**config.mk**
```make
export PLATFORM = sky130hd
export DESIGN_NAME = rf_bypass_unit
export DESIGN_NICKNAME = d
export VERILOG_FILES = /design/src/rtl/rf_pkg.sv /design/src/rtl/rf_fwd_sel.sv /design/src/rtl/rf_bypass_unit.sv
export SDC_FILE = /design/constraint.sdc
export NUM_CORES = 2
export LEC_CHECK = 0
export BUFFER_PORTS_ARGS = -buffer_cell sky130_fd_sc_hd__buf_2
export CORE_ASPECT_RATIO = 0.8
export CORE_MARGIN = 5
export CORE_UTILIZATION = 35
export DETAILED_ROUTE_END_ITERATION = 10
export SLEW_MARGIN = 20
export SYNTH_ARGS = -nofsm -noshare
export SYNTH_HDL_FRONTEND = slang
export SYNTH_SLANG_ARGS = --single-unit
```
**constraint.sdc**
```tcl
create_clock -name clk -period 4.57 [get_ports clk]
set_clock_uncertainty 0.05 [all_clocks]
set_input_delay 0.914 -clock clk [delete_from_list [all_inputs] [get_ports clk]]
set_output_delay 0.914 -clock clk [all_outputs]
set_load 0.01 [all_outputs]
```
**src/rtl/rf_pkg.sv**
```systemverilog
// Shared types and constants for the register file / operand bypass unit.
package rf_pkg;

  localparam int unsigned XLEN_DEF = 32;
  localparam int unsigned NREG_DEF = 32;

  typedef enum logic [2:0] {
    FWD_RF,
    FWD_WB,
    FWD_MEM,
    FWD_EX,
    FWD_ZERO
  } fwd_src_e;

  // Address width for a register count; never narrower than one bit.
  function automatic int unsigned addr_w(input int unsigned n);
    return (n < 2) ? 1 : $clog2(n);
  endfunction

endpackage

```
**src/rtl/rf_fwd_sel.sv**
```systemverilog
// Per-port forwarding source select and load-use hazard detect.
module rf_fwd_sel
  import rf_pkg::*;
#(
  parameter int unsigned AW       = 5,
  parameter bit          ZERO_REG = 1'b1
) (
  input  logic [AW-1:0] rs,
  input  logic          rs_used,
  input  logic          ex_regwrite,
  input  logic          ex_memread,
  input  logic [AW-1:0] ex_rd,
  input  logic          mem_regwrite,
  input  logic [AW-1:0] mem_rd,
  input  logic          wb_regwrite,
  input  logic [AW-1:0] wb_rd,
  output fwd_src_e      src_c,
  output logic          hazard_c
);

  logic ex_hit;
  logic mem_hit;
  logic wb_hit;

  assign ex_hit  = ex_regwrite  && (ex_rd  == rs);
  assign mem_hit = mem_regwrite && (mem_rd == rs);
  assign wb_hit  = wb_regwrite  && (wb_rd  == rs);

  // A load in EX shadows older MEM/WB producers, so it still raises the hazard.
  always_comb begin
    src_c    = FWD_RF;
    hazard_c = 1'b0;
    if (ZERO_REG && (rs == '0)) begin
      src_c = FWD_ZERO;
    end else begin
      if (ex_hit && !ex_memread) begin
        src_c = FWD_EX;
      end else if (mem_hit) begin
        src_c = FWD_MEM;
      end else if (wb_hit) begin
        src_c = FWD_WB;
      end
      hazard_c = rs_used && ex_hit && ex_memread;
    end
  end

endmodule

```
**src/rtl/rf_bypass_unit.sv**
```systemverilog
// Register file with EX/MEM/WB operand bypass, load-use interlock and registered operands.
module rf_bypass_unit
  import rf_pkg::*;
#(
  parameter int unsigned XLEN     = XLEN_DEF,
  parameter int unsigned NREG     = NREG_DEF,
  parameter int unsigned NRP      = 2,
  parameter bit          ZERO_REG = 1'b1,
  parameter int unsigned CW       = 16,
  localparam int unsigned AW      = addr_w(NREG)
) (
  input  logic                clk,
  input  logic                reset,
  input  logic                id_valid,
  input  logic [NRP*AW-1:0]   id_rs,
  input  logic [NRP-1:0]      id_rs_used,
  input  logic                flush,
  input  logic                ex_regwrite,
  input  logic                ex_memread,
  input  logic [AW-1:0]       ex_rd,
  input  logic [XLEN-1:0]     ex_result,
  input  logic                mem_regwrite,
  input  logic [AW-1:0]       mem_rd,
  input  logic [XLEN-1:0]     mem_result,
  input  logic                wb_regwrite,
  input  logic [AW-1:0]       wb_rd,
  input  logic [XLEN-1:0]     wb_data,
  output logic                stall,
  output logic                op_valid,
  output logic [NRP*XLEN-1:0] op_data,
  output logic [CW-1:0]       stall_count
);

  logic [XLEN-1:0]     rf [NREG];
  logic [NRP*XLEN-1:0] operand_c;
  logic [NRP-1:0]      hazard_c;
  logic                issue_c;

  for (genvar p = 0; p < NRP; p++) begin : g_port
    logic [AW-1:0]   rs;
    fwd_src_e        src;
    logic [XLEN-1:0] opnd;

    assign rs = id_rs[p*AW +: AW];

    rf_fwd_sel #(
      .AW       (AW),
      .ZERO_REG (ZERO_REG)
    ) u_sel (
      .rs           (rs),
      .rs_used      (id_rs_used[p]),
      .ex_regwrite  (ex_regwrite),
      .ex_memread   (ex_memread),
      .ex_rd        (ex_rd),
      .mem_regwrite (mem_regwrite),
      .mem_rd       (mem_rd),
      .wb_regwrite  (wb_regwrite),
      .wb_rd        (wb_rd),
      .src_c        (src),
      .hazard_c     (hazard_c[p])
    );

    always_comb begin
      opnd = rf[rs];
      case (src)
        FWD_ZERO: opnd = '0;
        FWD_EX:   opnd = ex_result;
        FWD_MEM:  opnd = mem_result;
        FWD_WB:   opnd = wb_data;
        default:  opnd = rf[rs];
      endcase
    end

    assign operand_c[p*XLEN +: XLEN] = opnd;
  end

  // Gated by reset so the hold request drops the instant reset asserts.
  assign stall   = id_valid && (|hazard_c) && !flush && reset;
  assign issue_c = id_valid && !stall && !flush;

  always_ff @(posedge clk or negedge reset) begin
    if (!reset) begin
      for (int i = 0; i < int'(NREG); i++) begin
        rf[i] <= '0;
      end
    end else if (wb_regwrite && !(ZERO_REG && (wb_rd == '0))) begin
      rf[wb_rd] <= wb_data;
    end
  end

  always_ff @(posedge clk or negedge reset) begin
    if (!reset) begin
      op_valid <= 1'b0;
      op_data  <= '0;
    end else if (issue_c) begin
      op_valid <= 1'b1;
      op_data  <= operand_c;
    end else begin
      op_valid <= 1'b0;
    end
  end

  always_ff @(posedge clk or negedge reset) begin
    if (!reset) begin
      stall_count <= '0;
    end else if (stall && (stall_count != '1)) begin
      stall_count <= stall_count + CW'(1);
    end
  end

endmodule

```
After elaboration in Yosys (flattened, before gate mapping). Index checks and enable logic that the tools add are counted.

Output and inout bits: 82. Register bits: 1105. Word-level logic and storage cells: 108.

Add/sub/neg operators: 1. Reductions and logical operators: 28. Equality and inequality tests: 15. Bitwise gates (word level): 3. Mux-type cells: 22. $lt $le $gt $ge: 4.

Operators by type and width (number): $bwmux 1024 (1); $bmux 32 s5 (2); $pmux 32 s4 (2); $demux 32 s5 (1); $mux 32 (5); $eq 5x5->1 (6); $logic_and 1x1->1 (20); $ge 6x6->1 const B (3); $mux 3 (6); $not 5->6 (3); $add 16x1->16 const B (1); $ne 16x16->1 const B (1); $logic_not 5->1 (3); $eq 3x2->1 const B (4); $eq 3x1->1 const B (2); $eq 3x3->1 const B (2); $lt 6x1->1 const B (1); $mux 1 (5); $logic_not 1->1 (4); $reduce_or 2->1 (1).

Longest topological paths before layout.
Word-level depth: 13. Mapped depth: 11. Mapped depth without buffers: 7.

By module. A second synthesis with hierarchy kept.

Cells, all modules: 4155. Area, all modules: 58925.3 sq um.

Modules (own cells, without submodules): rf_bypass_unit (seq. area each 27651.5 sq um, area an instance 58487.3 sq um, instances 1, cells each 4097); rf_fwd_sel (seq. area each 0.0 sq um, area an instance 219.0 sq um, instances 2, cells each 29).

Worst setup path before layout. Ideal clock, no wire load.

Path type: input-to-output. Start point: in id_rs[8]. End point: out stall. Buffers on the path: 1. Slack: 1.620 ns. Arrival: 1.986 ns. Cell stages on the path: 5. Cell sequence: buf_2 > xnor2_1 > nand3_1 > or4_1 > o31ai_1.

Word-level cells in the longest chain between the ends: 9. Elaborated cells between the ends (all ways): 10. Those cells by class: eq/ne: 1; mux: 1; reduce/logical: 8.

RTL lines: start: declaration (RTL line rf_bypass_unit.sv:15) `input logic [NRP*AW-1:0] id_rs,`; $eq 5x5->1 (RTL line rf_fwd_sel.sv:25) `assign ex_hit = ex_regwrite && (ex_rd == rs);`; $logic_and 1x1->1 (RTL line rf_fwd_sel.sv:25); $logic_and 1x1->1 (2 in series) (RTL line rf_fwd_sel.sv:43) `hazard_c = rs_used && ex_hit && ex_memread;`; $mux 1 (*) (RTL line rf_fwd_sel.sv:33) `if (ZERO_REG && (rs == '0)) begin`; $reduce_or 2->1 (*) (RTL line rf_bypass_unit.sv:78) `assign stall = id_valid && (|hazard_c) && !flush && reset;`; $logic_and 1x1->1 (*) (3 in series) (RTL line rf_bypass_unit.sv:78); end: declaration (RTL line rf_bypass_unit.sv:28) `output logic stall,`.

Mark *: on every way between the ends. The rest lies on a longest branch, timed or not.

Final worst setup path.
Start point: in id_rs[6]. End point: out stall.

The elaborated chain is that of the path after synthesis.

==> out/metrics.yaml <==
detailed_routing:
  totalWireLength_um: 206400
  drt_pre_antenna_iters: 5
  wl_per_cell_um: 32.40
  detail_route.drc_violations: 0
  via_per_inst: 6.202
  drt_iter0_drc: 4027
  antenna_violating_nets_post_route: 0
  vias: 39500
worst_setup_path:
  worst_ep_arrival_ps: 2710
  critical_path.max_stage_delay_ps: 510
  critPathCaptureType: "output port"
  reg_to_reg_end: "op_data[48]"
  r2r_start: "rf[976]"
  path_class: "in -> out"
  critical_path_required_ps: 3610
  r2r_slack_ps: 2020
  worstSetupStartpointType: "input pin"
  cpMaxStageDelayCell: "sky130_fd_sc_hd__or4_1"
  timing.reg2reg.worst_path_depth: 5
  worstPathMaxFanout: 56
  series_of_cell_instances_along_the_critical_path: "buf_8 -> xnor2_1 -> nand2_1 -> or4_1 -> o31ai_1 -> buf_2"
synthesis:
  synth_area_um2: 58890
  synth_enable_flop_cells: 0
  avgSynthCellArea_um2: 14.68
  synthesis.nets: 4143
  synth_cells: 4011
  netlist-cell-type-count: 56
  synth_warnings: 0
  async_flop_share: 1.000
  seq_area_frac_synth: 0.4695
  postSynthRegisterBits: 1105
  leading_register_cell_type_out_of_synthesis: "sky130_fd_sc_hd__dfrtp_1"
layout:
  num-nets-final: 4151
  final_layout_size_suffix_gt1_frac: 0.5179
  layout-area-overhead-vs-synth_pct: 13.23
  nFillCells: 15540
placed_design:
  place.detailed.hpwl_um: 125900
  globalplace.congestion: 0.8388
  numPortBuffers: 212
clock_network:
  max-clock-path-buffers: 3
  cts_buffers: 116
  cts_resized: 0
  tritoncts: "built"
  cts.hold.buffers_added: 0
  cts.root.buffer_cell: "sky130_fd_sc_hd__clkbuf_16"
  htree_num_levels: 3
  cts.reportedPaths.clkPinSlew_ps: 60
  clk-insertion-delay-late_ps: 760
  cts.sinks: 1105
  cts.repair_timing.setup_buffer_count: 0
floorplanning:
  dieWidth_um: 468.6
  boundaryPins: 213
  rows: 134
  die_h_um: 376.9
  floorplan.die_area_um2: 176600
  initial_core_util: 0.3527
  core_area_um2: 167000
power_and_ir_drop:
  power.density_nw_per_um2: 433.0
  vdd_drop_max_uv: 373.1
  report.power.total_uw: 28870
  static_leakage_power_uw: 0.02834
outcome:
  run_status: "completed"
global_routing:
  initial_antenna_violation_count: 21
  globalRouteOverflowTotal: 0
  grt_pass1_wl_um: 299500
  grt_util_all_layers: 0.2307
  via_count_of_the_first_global_routing_pass: 40150
  grt_max_degree: 179
sta:
  period_minus_ws_final_ps: 3670
  report.final.hold_viol_count: 0
  totalNegativeSetupSlack_ps: 0
  drv_slew: 0
  tightestPinTransition_ps: 1145
  slew_headroom: 0.2346
  rsz_0062_raised_after_global_routing: "false"
  fmax_mhz: 272.5
  finalCritPeriodShare: 0.8030
  setup_violations: 0
hold_path:
  hold_path_class: "in -> async"
flow_run:
  timing.max_cap.violations: 0
[flip-flops by register name, summed over array words and instances (netlist names)]
signal	cells
rf	1024
op_data	64
stall_count	16
op_valid	1
[critical path, delay by kind of cell]
family,cells,cell delay [ps]
AOI/OAI and AO/OA,1,160
buffers and inverters,2,730
xor gates and xnor gates,1,210
and+or+nand+nor,2,620
[cells by family after synthesis]
group,count (synthesis),synth area share
AO/OA/AOI/OAI,454,0.06132
XOR/XNOR,46,0.006841
adder cells (fa/ha/maj),1,0.0002124
buffers and inverters,471,0.03527
flip-flops,1105,0.4695
multiplexers,1633,0.4014
AND/OR/NAND/NOR,301,0.02539
[worst max-delay path by stage]
stage | end | slack, ps | start | depth (start not counted)
after floorplan | stall | 1620 | id_rs[8] | 5
after global routing | stall | 800 | id_rs[6] | 6
after global placement | op_data[37] | 650 | id_rs[6] | 8
after CTS | stall | 890 | id_rs[6] | 6
final | stall | 900 | id_rs[6] | 6
after detailed placement | op_data[37] | 660 | id_rs[6] | 8
[layer usage]
metal,vias up,GRT usage,share of wire
met5,-,0,0
met4,0,0.09491,0.044
met3,441,0.06423,0.091
met2,1956,0.3454,0.45
met1,21350,0.3166,0.42
li1,15750,-,-
[power breakdown]
| part | switching, uW | internal, uW | total (uW) | leakage [uW] |
|---|---|---|---|---|
| clock network | 4260 | 5820 | 10100 | 0.00196 |
| registers | 1420 | 11600 | 13000 | 0.0141 |
| logic | 2380 | 3380 | 5770 | 0.0123 |
[metrics by stage]
step                      instances  setup WS [ps]    util  hold slack (ps)  area, um^2
final                          6369          900.1  0.3993            318.5       66680
after detailed placement       6144          662.0  0.3750            334.7       62620
after global placement         6144          654.2  0.3750            333.4       62620
after floorplan                4011           1620       -            391.3       58890
after CTS                      6358          890.6  0.3989            308.3       66620
after global routing           6369          799.9  0.3993            335.7       66680
[layout make-up]
class,instances,area [um^2],share of cell area
clock inverter,53,640.6,0.009607
antenna,10,25.02,0.0003753
multi-input combinational,2435,29500,0.4425
sequential,1105,27650,0.4147
inverter,3,11.26,0.0001689
clock buffer,161,3363,0.05044
timing repair buffer,358,2679,0.04017
tap,2244,2808,0.04211
[placed cells by master (no fill, tap or decap), drive strengths merged, types with 4 or more instances in the layout]
master	n
o22a	33
nand3b	6
clkinvlp	9
o221ai	53
xnor2	26
clkinv	22
a22o	44
mux2	1031
mux2i	122
a2111oi	13
nand2	67
o21ai	33
o32a	31
clkbuf	161
nor2b	38
nor2	68
inv	13
dfrtp	1105
and2	4
a211oi	52
nor3b	5
nand3	14
xor2	20
mux4	480
diode	10
a32oi	64
nor4	6
nor3	67
bufinv	12
o22ai	93
buf	358
nand4	8
and3	4
a211o	32
[cell usage after synthesis, drive strengths merged (52+ instances only)]
cell type | n | area, um^2
o22ai | 93 | 581.8
nand2 | 67 | 251.5
mux2i | 122 | 1221
a211oi | 52 | 390.4
nor2 | 68 | 255.2
buf | 197 | 1049
dfrtp | 1105 | 27650
o221ai | 53 | 464.2
clkbuf | 271 | 1017
nor3 | 67 | 340.3
a32oi | 64 | 560.5
mux2 | 1031 | 11610
mux4 | 480 | 10810
Note: power is estimated with default switching activity, not from simulation.
